$ cat src/rtl/eforth1_pkg.sv
// Shared eForth memory-subsystem definitions: bus geometry, access sizes and
// the mb32 sequencer state set.
package eforth1_pkg;
  localparam int DSZ  = 32;
  localparam int ASZ  = 15;
  localparam int BASZ = ASZ + 2;

  typedef enum logic [1:0] {
    SZ_BYTE = 2'd0,
    SZ_HALF = 2'd1,
    SZ_WORD = 2'd2,
    SZ_RSVD = 2'd3
  } acc_sz_t;

  typedef enum logic [2:0] {
    ST_IDLE = 3'd0,
    ST_ACC0 = 3'd1,
    ST_ACC1 = 3'd2,
    ST_RLAT = 3'd3,
    ST_DONE = 3'd4
  } seq_state_t;
endpackage

$ cat src/rtl/mb32_if.sv
// Word-wide memory bus between the access sequencer (master) and the SPRAM (slave).
interface mb32_if;
  import eforth1_pkg::*;
  logic           we;
  logic [3:0]     bmsk;
  logic [ASZ-1:0] ai;
  logic [DSZ-1:0] vi;
  logic [DSZ-1:0] vo;

  modport master (output we, output bmsk, output ai, output vi, input vo);
  modport slave  (input we, input bmsk, input ai, input vi, output vo);
endinterface

$ cat src/rtl/mb32_lane.sv
// Byte-lane arithmetic for one access: lane masks, split detection, write-data
// alignment across two words and read-data merge with zero extension.
module mb32_lane
  import eforth1_pkg::*;
(
  input  logic [1:0]     off,
  input  logic [1:0]     sz,
  input  logic [DSZ-1:0] wd,
  input  logic [DSZ-1:0] lo,
  input  logic [DSZ-1:0] hi,
  output logic [3:0]     m0,
  output logic [3:0]     m1,
  output logic           split,
  output logic [DSZ-1:0] v0,
  output logic [DSZ-1:0] v1,
  output logic [DSZ-1:0] rdata
);
  logic [2:0]       nb;
  logic [7:0]       nmask;
  logic [DSZ-1:0]   dmask;
  logic [7:0]       mask_w;
  logic [2*DSZ-1:0] wv;

  always_comb begin
    nb    = 3'd4;
    nmask = 8'h0F;
    dmask = '1;
    case (sz)
      SZ_BYTE: begin nb = 3'd1; nmask = 8'h01; dmask = 32'h0000_00FF; end
      SZ_HALF: begin nb = 3'd2; nmask = 8'h03; dmask = 32'h0000_FFFF; end
      default: ;
    endcase
  end

  assign split  = ({1'b0, off} + nb) > 3'd4;
  // Shifting into a double-width vector yields both word halves at once.
  assign mask_w = nmask << off;
  assign m0     = mask_w[3:0];
  assign m1     = mask_w[7:4];
  assign wv     = {{DSZ{1'b0}}, wd} << {off, 3'b000};
  assign v0     = wv[DSZ-1:0];
  assign v1     = wv[2*DSZ-1:DSZ];
  assign rdata  = DSZ'({hi, lo} >> {off, 3'b000}) & dmask;
endmodule

$ cat src/rtl/mb32_ctl.sv
// Byte/half/word access sequencer in front of the 32-bit SPRAM; splits
// word-crossing accesses into two bus cycles and merges read data.
module mb32_ctl
  import eforth1_pkg::*;
(
  input  logic            clk,
  input  logic            rst,
  input  logic            req,
  input  logic            wr,
  input  logic [1:0]      sz,
  input  logic [BASZ-1:0] ba,
  input  logic [DSZ-1:0]  wd,
  output logic            rdy,
  output logic            ack,
  output logic [DSZ-1:0]  rd,
  mb32_if.master          bus
);
  localparam logic [2:0] IDLE = ST_IDLE;
  localparam logic [2:0] ACC0 = ST_ACC0;
  localparam logic [2:0] ACC1 = ST_ACC1;
  localparam logic [2:0] RLAT = ST_RLAT;
  localparam logic [2:0] DONE = ST_DONE;

  logic [2:0]     state_reg;
  logic           wr_reg;
  logic [1:0]     sz_reg;
  logic [1:0]     off_reg;
  logic [DSZ-1:0] wd_reg;
  logic [DSZ-1:0] lo_reg;
  logic [DSZ-1:0] rd_reg;
  logic           we_reg;
  logic [3:0]     bmsk_reg;
  logic [ASZ-1:0] ai_reg;
  logic [DSZ-1:0] vi_reg;

  logic           idle;
  logic [1:0]     l_off;
  logic [1:0]     l_sz;
  logic [DSZ-1:0] l_wd;
  logic [DSZ-1:0] l_lo;
  logic [DSZ-1:0] l_hi;
  logic [3:0]     m0;
  logic [3:0]     m1;
  logic           split;
  logic [DSZ-1:0] v0;
  logic [DSZ-1:0] v1;
  logic [DSZ-1:0] rdata;

  // In IDLE the lane logic looks at the live request so ACC0 values can be
  // registered on the acceptance edge; afterwards it uses the captured request.
  assign idle  = (state_reg == IDLE);
  assign l_off = idle ? ba[1:0] : off_reg;
  assign l_sz  = idle ? sz : sz_reg;
  assign l_wd  = idle ? wd : wd_reg;
  assign l_lo  = split ? lo_reg : bus.vo;
  assign l_hi  = split ? bus.vo : '0;

  mb32_lane u_lane (
    .off   (l_off),
    .sz    (l_sz),
    .wd    (l_wd),
    .lo    (l_lo),
    .hi    (l_hi),
    .m0    (m0),
    .m1    (m1),
    .split (split),
    .v0    (v0),
    .v1    (v1),
    .rdata (rdata)
  );

  always_ff @(posedge clk or posedge rst) begin
    if (rst) begin
      state_reg <= IDLE;
      wr_reg    <= 1'b0;
      sz_reg    <= '0;
      off_reg   <= '0;
      wd_reg    <= '0;
      lo_reg    <= '0;
      rd_reg    <= '0;
      we_reg    <= 1'b0;
      bmsk_reg  <= '0;
      ai_reg    <= '0;
      vi_reg    <= '0;
    end else begin
      case (state_reg)
        IDLE: begin
          if (req) begin
            wr_reg    <= wr;
            sz_reg    <= sz;
            off_reg   <= ba[1:0];
            wd_reg    <= wd;
            ai_reg    <= ba[BASZ-1:2];
            we_reg    <= wr;
            bmsk_reg  <= wr ? m0 : 4'b0000;
            if (wr) vi_reg <= v0;
            state_reg <= ACC0;
          end
        end
        ACC0: begin
          if (split) begin
            ai_reg    <= ai_reg + 1'b1;
            we_reg    <= wr_reg;
            bmsk_reg  <= wr_reg ? m1 : 4'b0000;
            if (wr_reg) vi_reg <= v1;
            state_reg <= ACC1;
          end else begin
            we_reg    <= 1'b0;
            bmsk_reg  <= '0;
            state_reg <= wr_reg ? DONE : RLAT;
          end
        end
        ACC1: begin
          if (!wr_reg) lo_reg <= bus.vo;
          we_reg    <= 1'b0;
          bmsk_reg  <= '0;
          state_reg <= wr_reg ? DONE : RLAT;
        end
        RLAT: begin
          rd_reg    <= rdata;
          state_reg <= DONE;
        end
        DONE:    state_reg <= IDLE;
        default: state_reg <= IDLE;
      endcase
    end
  end

  assign rdy      = idle;
  assign ack      = (state_reg == DONE);
  assign rd       = rd_reg;
  assign bus.we   = we_reg;
  assign bus.bmsk = bmsk_reg;
  assign bus.ai   = ai_reg;
  assign bus.vi   = vi_reg;
endmodule

$ cat src/flat_wrapper.sv
// flat-port wrapper written by rule: the top's interface ports become plain ports
module mb32_ctl_flat import eforth1_pkg::*;
  (clk, rst, req, wr, sz, ba, wd, rdy, ack, rd, bus_we, bus_bmsk, bus_ai, bus_vi, bus_vo);
  mb32_if bus_i ();
  input  logic clk;
  input  logic rst;
  input  logic req;
  input  logic wr;
  input  logic [1:0] sz;
  input  logic [BASZ-1:0] ba;
  input  logic [DSZ-1:0] wd;
  output logic rdy;
  output logic ack;
  output logic [DSZ-1:0] rd;
  output wire logic [$bits(bus_i.we)-1:0] bus_we;
  output wire logic [$bits(bus_i.bmsk)-1:0] bus_bmsk;
  output wire logic [$bits(bus_i.ai)-1:0] bus_ai;
  output wire logic [$bits(bus_i.vi)-1:0] bus_vi;
  input wire logic [$bits(bus_i.vo)-1:0] bus_vo;
  assign bus_we = bus_i.we;
  assign bus_bmsk = bus_i.bmsk;
  assign bus_ai = bus_i.ai;
  assign bus_vi = bus_i.vi;
  assign bus_i.vo = bus_vo;
  mb32_ctl u_core (.clk(clk), .rst(rst), .req(req), .wr(wr), .sz(sz), .ba(ba), .wd(wd), .rdy(rdy), .ack(ack), .rd(rd), .bus(bus_i));
endmodule
$ cat config.mk
export PLATFORM = sky130hd
export DESIGN_NAME = mb32_ctl_flat
export DESIGN_NICKNAME = d
export VERILOG_FILES = /design/src/rtl/eforth1_pkg.sv /design/src/rtl/mb32_if.sv /design/src/rtl/mb32_lane.sv /design/src/rtl/mb32_ctl.sv /design/src/flat_wrapper.sv
export SDC_FILE = /design/constraint.sdc
export NUM_CORES = 1
export LEC_CHECK = 0
export CORE_MARGIN = 8
export CORE_UTILIZATION = 53
export CTS_CLUSTER_SIZE = 25
export DETAILED_ROUTE_END_ITERATION = 16
export PLACE_DENSITY_LB_ADDON = 0.3
export SLEW_MARGIN = 20
export SYNTH_ARGS = -nofsm -noshare
export SYNTH_HDL_FRONTEND = slang
export SYNTH_SLANG_ARGS = --single-unit
$ cat constraint.sdc
create_clock -name clk -period 7.5 [get_ports clk]
set_input_delay 2.25 -clock clk [delete_from_list [all_inputs] [get_ports clk]]
set_output_delay 2.25 -clock clk [all_outputs]
set_load 0.005 [all_outputs]
==> flow_metrics.tcl <==
set metrics [dict create \
    reg2reg_slack_ns 2.31 \
    design_area_um2 11500 \
    max_stage_delay_ns 0.70 \
    numPortBuffers 172 \
    slowest_stage "nor2_2" \
    finalMaxSlewViolations 0 \
    synth_warnings 0 \
    place_ws_ns 1.11 \
    cts_sinks 156 \
    grt_max_degree 65 \
    drt_pre_antenna_iters 5 \
    ys.flop_type "dfrtp_1" \
    ant_nets 0 \
    fp.dieW_um 147 \
    synth_common_cells "dfrtp_1 (156), nand2_1 (151), mux2_2 (91)" \
    ys_ff_latch 156 \
    wire_per_inst_um 21.2 \
    n_fill_cell 1281 \
    cts_tree "built" \
    synth_edf_count 0 \
    synth_area_per_cell_um2 9.77 \
    drive_gt1_share_pct 16.2 \
    hold_violations 0 \
    antenna_found_initial 1 \
    ys_seq_area_share_pct 43.2 \
    gpl.final_weighted_congestion 0.914 \
    htree_num_levels 4 \
    worst_slack_ns 1.47 \
    setup_viol 0 \
    async_reset_ff_share_pct 100 \
    drc 0 \
    leakage_uw 0.00480 \
    synth.distinct_cells 65 \
    setup_tns_ns 0 \
    arrival_ns 6.34 \
    path_max_fanout 16 \
    crit_type "input port to flip-flop" \
    critical_path.endpoint_type "flip-flop" \
    synthesis.nets 1014 \
    cts_hold_buf 0 \
    area_growth_pct 27.0 \
    track_usage_pct 25.0 \
    drt-total-wl_mm 27.3 \
    cts_buffers 17 \
    row_count 47 \
    synthTopCellsByArea "dfrtp_1 (43%), mux2_2 (11%), mux2i_1 (7.5%)" \
    dp_hpwl_mm 18.3 \
    finalNonFillerCells 1292 \
    io_pins 173 \
    period_needed_ns 6.03 \
    ctsResizeCount 0 \
    path_buf_inv 4 \
    grt_pass1_wl_mm 43.4 \
    period_share_pct 80.4 \
    netlist.area_leader.share_pct 43.2 \
    worstMarginPinSlew_ns 1.18 \
    maxCapViolCount 0 \
    hp-class "flip-flop to flip-flop" \
    clk_latency_ns 0.43 \
    path_cells "clkdlybuf4s50_1, buf_4, mux2i_4, inv_4, ha_1, inv_1, fa_1, nor2b_1, a211oi_2, nor2_2, mux2_1, or3_1, a22o_1" \
    power_density_nw_per_um2 503 \
    rsz0062_at_grt "no" \
    p_total_uw 5770 \
    start_kind "input port" \
    start_util_pct 54.2 \
    cp_top_family "simple AND/OR/NAND/NOR gates" \
    root_buffer "clkbuf_16" \
    synth.most_common_cell "dfrtp_1" \
    dpl_cell_area_um2 10800 \
    clk_pin_slew_ns 0.06 \
    placedCellCount 1259 \
    synth_area_um2 9030 \
    grt_pass1_vias 8135 \
    die_area_um2 21500 \
    critical_path_required_ns 7.81 \
    max_freq_mhz 166 \
    yosysTopAreaCell "dfrtp_1" \
    clock_path_buffers 2 \
    grt_overflow 0 \
    vias_per_cell 6.23 \
    relSlewSlack_pct 20.8 \
    core_um2 16600 \
    status "finished, final reports clean" \
    dieHeight_um 147 \
    skew_ns 0.00767 \
    synthCells 924 \
    drt_iter0_markers 618 \
    vias 8050 \
    final_nets 1148 \
    peakVddDrop_mv 0.251 \
    cts_setup_buffers 0 \
]
[layout make-up]
class                   count  area [µm²]  share of cell area, %
repair buffers            187        1830                   16.0
flip-flops and latches    156        3900                   34.1
multi-input cells         688        4760                   41.5
clock inverters            13         190                   1.66
diodes                      1        2.50                 0.0218
well taps                 220         275                   2.40
inverters                   8        45.0                  0.393
clock buffers              19         453                   3.95
[metrics by stage]
stage,utilization [%],hold slack [ns]
floorplan,-,0.463
CTS,68.8,0.477
global route,68.9,0.513
detailed placement,64.9,0.463
finish,68.9,0.473
global placement,64.9,0.451
[per-layer routing]
layer / vias to the layer above / global-route usage [%] / routed length [µm]
met5: - / 0 / 0
met4: 0 / 11.1 / 735
met3: 51 / 5.90 / 2080
met2: 388 / 41.1 / 13300
met1: 3979 / 30.8 / 11300
li1: 3632 / - / -
[worst reg2reg max path, cell delays in order (launching register included)]
cell and delay (ns):
dfrtp_1 0.62, or3_1 0.55, inv_6 0.32, mux2_1 0.44
inv_4 0.45, fa_1 0.26, nor2b_1 0.66, a211oi_2 0.16
nor2_2 0.70, mux2_1 0.41, or3_1 0.31, a22o_1 0.21
[cells in the final DEF (no fill, tap or decap), types with 3 or more instances in the layout]
cell	count
clkdlybuf4s50_1	172
dfrtp_1	156
nand2_1	151
mux2_2	91
mux2i_1	68
a21oi_1	61
nor2_1	47
o21ai_0	34
o21ai_1	21
a22oi_1	20
o22ai_1	18
clkbuf_16	17
nor3_1	15
buf_4	15
nand3_1	13
a22o_1	12
or3_1	10
a2bb2oi_1	10
and3_1	9
o22a_1	9
a31oi_1	8
a31o_2	8
a221o_1	8
a221oi_1	7
clkinvlp_4	7
mux2_1	6
nand4_1	6
nor2b_1	5
o31ai_1	5
inv_1	4
a211oi_1	4
bufinv_16	4
and2_1	3
inv_6	3
or2_2	3
[cells by family (layout without fill, tap and decap cells)]
group,count (synthesis),count (layout),share of synthesized area [%]
flip-flops,156,156,43.2
other,0,1,0
buffers and inverters,80,227,4.48
XOR/XNOR,1,1,0.0970
AND/OR/NAND/NOR,278,278,13.9
AO/OA/AOI/OAI,240,240,17.9
adder cells (fa/ha/maj),3,3,0.499
multiplexers,166,166,19.9
[report_power, final]
part	switching, µW	total [µW]	internal, µW
registers	325	1560	1230
logic	1810	3270	1460
clock network	366	943	576
[worst paths after layout]
kind | from | end | depth (start not counted)
hold reg to reg | u_core.bus.bmsk[3] | u_core.bus.bmsk[3] | 2
hold / removal | u_core.bus.bmsk[3] | u_core.bus.bmsk[3] | 2
setup reg to reg | u_core.state_reg[0] | u_core.rd[8] | 11
max in group asynchronous | rst | u_core.bus.vi[14] | 3
setup / recovery | ba[0] | u_core.rd[8] | 13
min in group asynchronous | rst | u_core.wd_reg[9] | 2
No activity file was read; power rests on OpenSTA's default activity.
